[src/rtl/ls243_bus_arbiter_pkg.sv]
`default_nettype none
// ============================================================================
// Module   : ls243_bus_arbiter_pkg
// Purpose  : Shared state encoding, side identifiers and tie-break helper for
//            the sn74ls243 transceiver arbiter.
// Revision : 1.0  initial release
// ============================================================================
package ls243_bus_arbiter_pkg;

  typedef enum logic [1:0] {
    ST_IDLE = 2'd0,
    ST_A2B  = 2'd1,
    ST_B2A  = 2'd2,
    ST_TURN = 2'd3
  } arb_state_e;

  localparam logic SIDE_A = 1'b0;
  localparam logic SIDE_B = 1'b1;

  // Winner among the requesting sides; on a tie the side not served last wins.
  // Result is only meaningful when at least one request is high.
  function automatic logic pick_side(input logic req_a, input logic req_b,
                                     input logic last);
    logic side;
    if (req_a && req_b) begin
      side = ~last;
    end else if (req_a) begin
      side = SIDE_A;
    end else begin
      side = SIDE_B;
    end
    return side;
  endfunction

endpackage
`default_nettype wire

[src/rtl/ls243_arb_timer.sv]
`default_nettype none
// ============================================================================
// Module   : ls243_arb_timer
// Purpose  : Dead-time down counter (4 bit) and saturating grant-length
//            counter (8 bit) used by the transceiver arbiter.
// Revision : 1.0  initial release
// ============================================================================
module ls243_arb_timer #(
  parameter int DEAD    = 1,
  parameter int MAXHOLD = 16
) (
  input  logic clk,
  input  logic rst_,
  input  logic load_dead,
  input  logic clr_hold,
  input  logic inc_hold,
  output logic dead_zero,
  output logic hold_hit
);

  localparam logic [3:0] DEAD_LOAD = 4'(DEAD - 1);
  localparam logic [7:0] HOLD_LAST = 8'(MAXHOLD - 1);
  localparam logic       HOLD_EN   = (MAXHOLD != 0);

  logic [3:0] dead_q, dead_d;
  logic [7:0] hold_q, hold_d;

  // Next values: dead counter loads on release and counts down to zero;
  // hold counter clears on grant entry and saturates at its maximum.
  always_comb begin
    dead_d = dead_q;
    hold_d = hold_q;
    if (load_dead) begin
      dead_d = DEAD_LOAD;
    end else if (dead_q != 4'd0) begin
      dead_d = dead_q - 4'd1;
    end
    if (clr_hold) begin
      hold_d = 8'd0;
    end else if (inc_hold && (hold_q != 8'hFF)) begin
      hold_d = hold_q + 8'd1;
    end
  end

  // Counter registers with synchronous active-low reset.
  always_ff @(posedge clk) begin
    if (!rst_) begin
      dead_q <= 4'd0;
      hold_q <= 8'd0;
    end else begin
      dead_q <= dead_d;
      hold_q <= hold_d;
    end
  end

  assign dead_zero = (dead_q == 4'd0);
  // A zero MAXHOLD disables preemption entirely.
  assign hold_hit  = HOLD_EN && (hold_q == HOLD_LAST);

endmodule
`default_nettype wire

[src/rtl/ls243_bus_arbiter.sv]
`default_nettype none
// ============================================================================
// Module   : ls243_bus_arbiter
// Purpose  : Shares one sn74ls243 quad transceiver between two requesters
//            with round-robin fairness, bounded grants and dead-time
//            turnaround. ga_=0 together with gb=1 is never produced.
// Revision : 1.0  initial release
// ============================================================================
module ls243_bus_arbiter
  import ls243_bus_arbiter_pkg::*;
#(
  parameter int DEAD    = 1,
  parameter int MAXHOLD = 16
) (
  input  logic clk,
  input  logic rst_,
  input  logic req_a,
  input  logic req_b,
  output logic ga_,
  output logic gb,
  output logic gnt_a,
  output logic gnt_b,
  output logic busy
);

  arb_state_e state_q, state_d;
  logic       last_q, last_d;
  logic       ga_q, ga_d;
  logic       gb_q, gb_d;
  logic       gnt_a_q, gnt_a_d;
  logic       gnt_b_q, gnt_b_d;
  logic       busy_q, busy_d;

  logic       load_dead, clr_hold, inc_hold;
  logic       dead_zero, hold_hit;
  logic       any_req;
  logic       win_side;

  ls243_arb_timer #(
    .DEAD    (DEAD),
    .MAXHOLD (MAXHOLD)
  ) u_timer (
    .clk       (clk),
    .rst_      (rst_),
    .load_dead (load_dead),
    .clr_hold  (clr_hold),
    .inc_hold  (inc_hold),
    .dead_zero (dead_zero),
    .hold_hit  (hold_hit)
  );

  assign any_req  = req_a | req_b;
  assign win_side = pick_side(req_a, req_b, last_q);

  // Next-state logic: arbitrate from IDLE or the final TURN cycle, release a
  // grant on request drop or preemption, and count the turnaround.
  always_comb begin
    state_d   = state_q;
    last_d    = last_q;
    load_dead = 1'b0;
    clr_hold  = 1'b0;
    inc_hold  = 1'b0;
    case (state_q)
      ST_IDLE, ST_TURN: begin
        if ((state_q == ST_IDLE) || dead_zero) begin
          if (any_req) begin
            state_d  = (win_side == SIDE_A) ? ST_A2B : ST_B2A;
            last_d   = win_side;
            clr_hold = 1'b1;
          end else begin
            state_d = ST_IDLE;
          end
        end
      end
      ST_A2B: begin
        if (!req_a || (hold_hit && req_b)) begin
          state_d   = ST_TURN;
          load_dead = 1'b1;
        end else begin
          inc_hold = 1'b1;
        end
      end
      ST_B2A: begin
        if (!req_b || (hold_hit && req_a)) begin
          state_d   = ST_TURN;
          load_dead = 1'b1;
        end else begin
          inc_hold = 1'b1;
        end
      end
      default: begin
        state_d = ST_IDLE;
      end
    endcase
  end

  // Output decode from the next state so every output is its own flop and
  // the enables always agree with the registered state.
  always_comb begin
    ga_d    = (state_d != ST_A2B);
    gb_d    = (state_d == ST_B2A);
    gnt_a_d = (state_d == ST_A2B);
    gnt_b_d = (state_d == ST_B2A);
    busy_d  = (state_d != ST_IDLE);
  end

  // State, last-served flag and output registers; reset drops the enables
  // immediately without any turnaround.
  always_ff @(posedge clk) begin
    if (!rst_) begin
      state_q <= ST_IDLE;
      last_q  <= SIDE_B;
      ga_q    <= 1'b1;
      gb_q    <= 1'b0;
      gnt_a_q <= 1'b0;
      gnt_b_q <= 1'b0;
      busy_q  <= 1'b0;
    end else begin
      state_q <= state_d;
      last_q  <= last_d;
      ga_q    <= ga_d;
      gb_q    <= gb_d;
      gnt_a_q <= gnt_a_d;
      gnt_b_q <= gnt_b_d;
      busy_q  <= busy_d;
    end
  end

  assign ga_   = ga_q;
  assign gb    = gb_q;
  assign gnt_a = gnt_a_q;
  assign gnt_b = gnt_b_q;
  assign busy  = busy_q;

endmodule
`default_nettype wire

[config.mk]
export PLATFORM = sky130hd
export DESIGN_NAME = ls243_bus_arbiter
export DESIGN_NICKNAME = d
export VERILOG_FILES = /design/src/rtl/ls243_bus_arbiter_pkg.sv /design/src/rtl/ls243_arb_timer.sv /design/src/rtl/ls243_bus_arbiter.sv
export SDC_FILE = /design/constraint.sdc
export NUM_CORES = 1
export LEC_CHECK = 0
export CAP_MARGIN = 20
export CORE_MARGIN = 3
export CORE_UTILIZATION = 45
export CTS_CLUSTER_DIAMETER = 50
export DETAILED_ROUTE_END_ITERATION = 8
export GPL_TIMING_DRIVEN = 0
export HOLD_SLACK_MARGIN = 0.08
export PLACE_DENSITY = 0.66
export RECOVER_POWER = 50
export SETUP_SLACK_MARGIN = 0.2
export SLEW_MARGIN = 20
export SYNTH_ARGS = -nofsm -noshare
export SYNTH_HDL_FRONTEND = slang
export SYNTH_SLANG_ARGS = --single-unit
[constraint.sdc]
create_clock -name clk -period 2.1 [get_ports clk]
set_input_delay 0.315 -clock clk [delete_from_list [all_inputs] [get_ports clk]]
set_output_delay 0.315 -clock clk [all_outputs]
set_load 0.01 [all_outputs]
==> results of run 1 <==
[final cells by class]
cell class,instances,area [um^2],share of cell area (%)
clock inverter,1,7.51,0.564
buffer,3,30.0,2.26
inverter,12,45.0,3.38
clock buffer,3,22.5,1.69
tap,27,33.8,2.54
sequential,19,384,28.9
timing repair buffer,16,145,10.9
multi-input combinational,86,663,49.8
[layout by cell type (no fill, tap or decap), types with 2 or more instances in the layout]
cell type	count
o2111ai_1	2
o21a_1	3
a211oi_1	2
nor2_1	8
ha_1	6
or4_1	3
dfxtp_1	16
nor4b_4	2
dlymetal6s2s_1	2
nand2_1	9
a211oi_2	2
nor3_1	2
clkbuf_4	4
o31ai_1	2
o211ai_1	2
o21ai_1	4
o21ai_0	5
a21oi_1	8
buf_4	8
o221ai_2	2
buf_6	2
nand3_1	4
xnor2_1	2
or3_1	4
dfxtp_2	3
inv_1	11
dlygate4sd3_1	5
o21ai_4	2
[worst max-delay path: cells and delay by family (launching register included)]
family	cells	cell delay, ps
fa+ha+maj	1	160
simple gates	2	630
compound gates	3	570
flops	1	350
buf+inv	1	130
[what timing repair did]
item                       4_1_cts  5_1_grt
setup endpoints to repair        7        8
hold endpoints to repair         0        0
resized for setup                9        9
buffers inserted                 4        4
pin swaps                        3        3
[metal layers]
layer	wire length, um	up-vias	GRT usage (%)	part of all wire [%]
li1	-	479	-	-
met1	1080	420	20.9	50
met2	1020	12	25.9	47
met3	54	2	3.27	2.5
met4	14	0	7.88	0.65
met5	0	-	0	0
[cell usage after synthesis (all sizes together)]
library cell	number
a211oi	4
a21bo	1
a21oi	9
and3	1
and4	1
and4b	1
buf	3
dfxtp	19
ha	7
inv	12
nand2	9
nand2b	1
nand3	4
nor2	8
nor3	2
nor3b	1
nor4b	2
o2111ai	2
o211ai	2
o21a	3
o21ai	11
o221ai	3
o22ai	1
o31ai	2
or2	1
or3	4
or4	3
xnor2	2
xor2	1
[metrics by stage]
step                      util, %  instances
after floorplan                 -        120
after global placement       55.9        155
after detailed placement     55.9        155
after CTS                    61.0        163
after global routing         63.9        167
final                        63.9        167
[cells by family after synthesis]
| kind of cell | synth area share [%] |
|---|---|
| DFF | 36.2 |
| and+or+nand+nor | 21.1 |
| buffers and inverters | 7.15 |
| AOI/OAI and AO/OA | 24.7 |
| xor gates and xnor gates | 2.50 |
| adders and majority gates | 8.34 |
[power by group through the flow]
stage          clock network (mW)  logic [mW]  registers, mW
6_report                    0.192       0.856          0.507
5_1_grt                     0.215       0.941          0.519
4_1_cts                     0.200       0.764          0.506
3_5_place_dp                    0       0.708          0.509
3_3_place_gp                    0       0.691          0.508
2_1_floorplan                   0       0.512          0.514
[state kept, by name, indices dropped and copies added, names as in the netlist]
register,count
busy,1
ga_,1
gnt_a,1
gnt_b,1
last_q,1
state_q,2
u_timer.dead_q,4
u_timer.hold_q,8
[path summary, 6_finish.rpt]
kind	cells past startpoint	slack [ps]	start	endpoint
setup / recovery	7	200	u_timer.hold_q[0]$_SDFFE_PP0P_	u_timer.hold_q[6]$_SDFFE_PP0P_
hold / removal	3	440	req_b	last_q$_SDFFE_PN1P_
setup reg to reg	7	200	u_timer.hold_q[0]$_SDFFE_PP0P_	u_timer.hold_q[6]$_SDFFE_PP0P_
hold reg to reg	2	520	u_timer.hold_q[7]$_SDFFE_PP0P_	u_timer.hold_q[7]$_SDFFE_PP0P_
==> metrics.csv, run 1 <==
stage,metric,value,unit
synthesis,cell taking the most area after synthesis,dfxtp_1,
cells_and_area,design area,1330,um^2
timing,Final Max Slew Viols,0,
cells_and_area,Nets,152,
synthesis,ranking of synthesized cells by area,"dfxtp_1, ha_1, a21oi_1",
setup_path,Worst EP required,2340,ps
clock_network,Worst-Skew Late Latency,300,ps
synthesis,Synth cell types,33,
setup_path,CP Data Arrival Time,2140,ps
routing,ANT nets after route,0,
place,Area after DPL,1160,um^2
grt,GRT Resource Usage Total,16.3,%
setup_path,max incr delay on CP,460,ps
place,PortBufs,8,
routing,Starting DRT DRC Count,9,
routing,Residual DRC,0,
timing,clock skew,2.31,ps
job,Max Cap Viol,0,
synthesis,post-synthesis sequential area ratio,36.2,%
pwr,switching power,0.650,mW
place,Final HPWL DP,1480,um
synthesis,Syn. warnings,0,
status,status,"complete, no violations",
pwr,switching share of power,41.8,%
floorplanning,die area,2950,um^2
timing,min Tclk post-route,1900,ps
synthesis,syn nets,131,
setup_path,crit path capture type,flip-flop,
pwr,clock share of power,12.4,%
clock_network,H-tree Lvls,1,
routing,First-pass DRT Iterations,4,
grt,largest net degree at the start of global routing,13,
min_path,HP Class,primary input to flip-flop,
grt,final global-route overflow total,0,
floorplanning,Rows,16,
timing,RSZ-0062 raised after global routing,true,
grt,first-pass GRT wire length,3520,um
grt,initial antenna violation count,0,
synthesis,Post-Syn Area,1050,um^2
floorplanning,Die W,54.3,um
floorplanning,core area,2080,um^2
setup_path,CP Max Fanout,6,
pwr,PD cells,1170,nW/um^2
setup_path,CP max stage cell,or4_1,
pwr,Int Pwr,0.905,mW
timing,Setup TNS,0,ps
timing,max_slew headroom,74.8,%
clock_network,TritonCTS clock tree,built,
floorplanning,IO Count,9,
synthesis,post-synth top area share,36.2,%
routing,vias per inst,5.47,
place,placer's final routability congestion estimate,0.787,
clock_network,clk buf depth,2,
floorplanning,Die H,54.3,um
pwr,worst vdd ir,0.799,mV
setup_path,CP Launch Type,flip-flop,
pwr,Tot Pwr,1.56,mW
timing,Worst-Margin Slew,378,ps
setup_path,Crit Path Class,flip-flop to flip-flop,
timing,final hold vios,0,
timing,final worst-path cycle share,90.6,%
synthesis,"FF+latch count, synth",19,
timing,Fmax achieved,525,MHz
timing,final setup fails,0,
pwr,Leakage,0.524,nW
clock_network,Worst-path clk slew,110,ps
timing,hold_ws,440,ps
clock_network,CTS root buf,clkbuf_4,
clock_network,# hold bufs at CTS,0,
setup_path,crit-path cells,"ha_4, and4b_1, buf_6, a211oi_2, o221ai_2, or4_1, a21oi_2",
cells_and_area,Fill cells,186,
synthesis,"Avg Cell Area, Syn",8.75,um^2
cells_and_area,"Area growth, synth to finish",26.8,%
place,pre-CTS setup slack,-114,ps
clock_network,Sink Count,19,
clock_network,CTS Buf Count,3,
synthesis,Post-Syn Instances,120,
cells_and_area,layout cells sized above 1,21.4,%
routing,Post-Route WL,2170,um
grt,vias in the first global route,853,
timing,Worst Slack Setup Final,197,ps
routing,Avg WL per Cell,13.0,um
cells_and_area,number of diodes,0,
routing,vias,913,
pwr,Flop pwr share,32.6,%
pwr,Comb pwr share,55.0,%
floorplanning,initial core utilization,50.4,%
Note: power is estimated with default switching activity, not from simulation.
==> run 2, diff against run 1 <==
Settings changed: SLEW_MARGIN 20 to 25.
==> results of run 2 <==
Same layout as run 1: the final DEF is identical, and so are final timing and power.
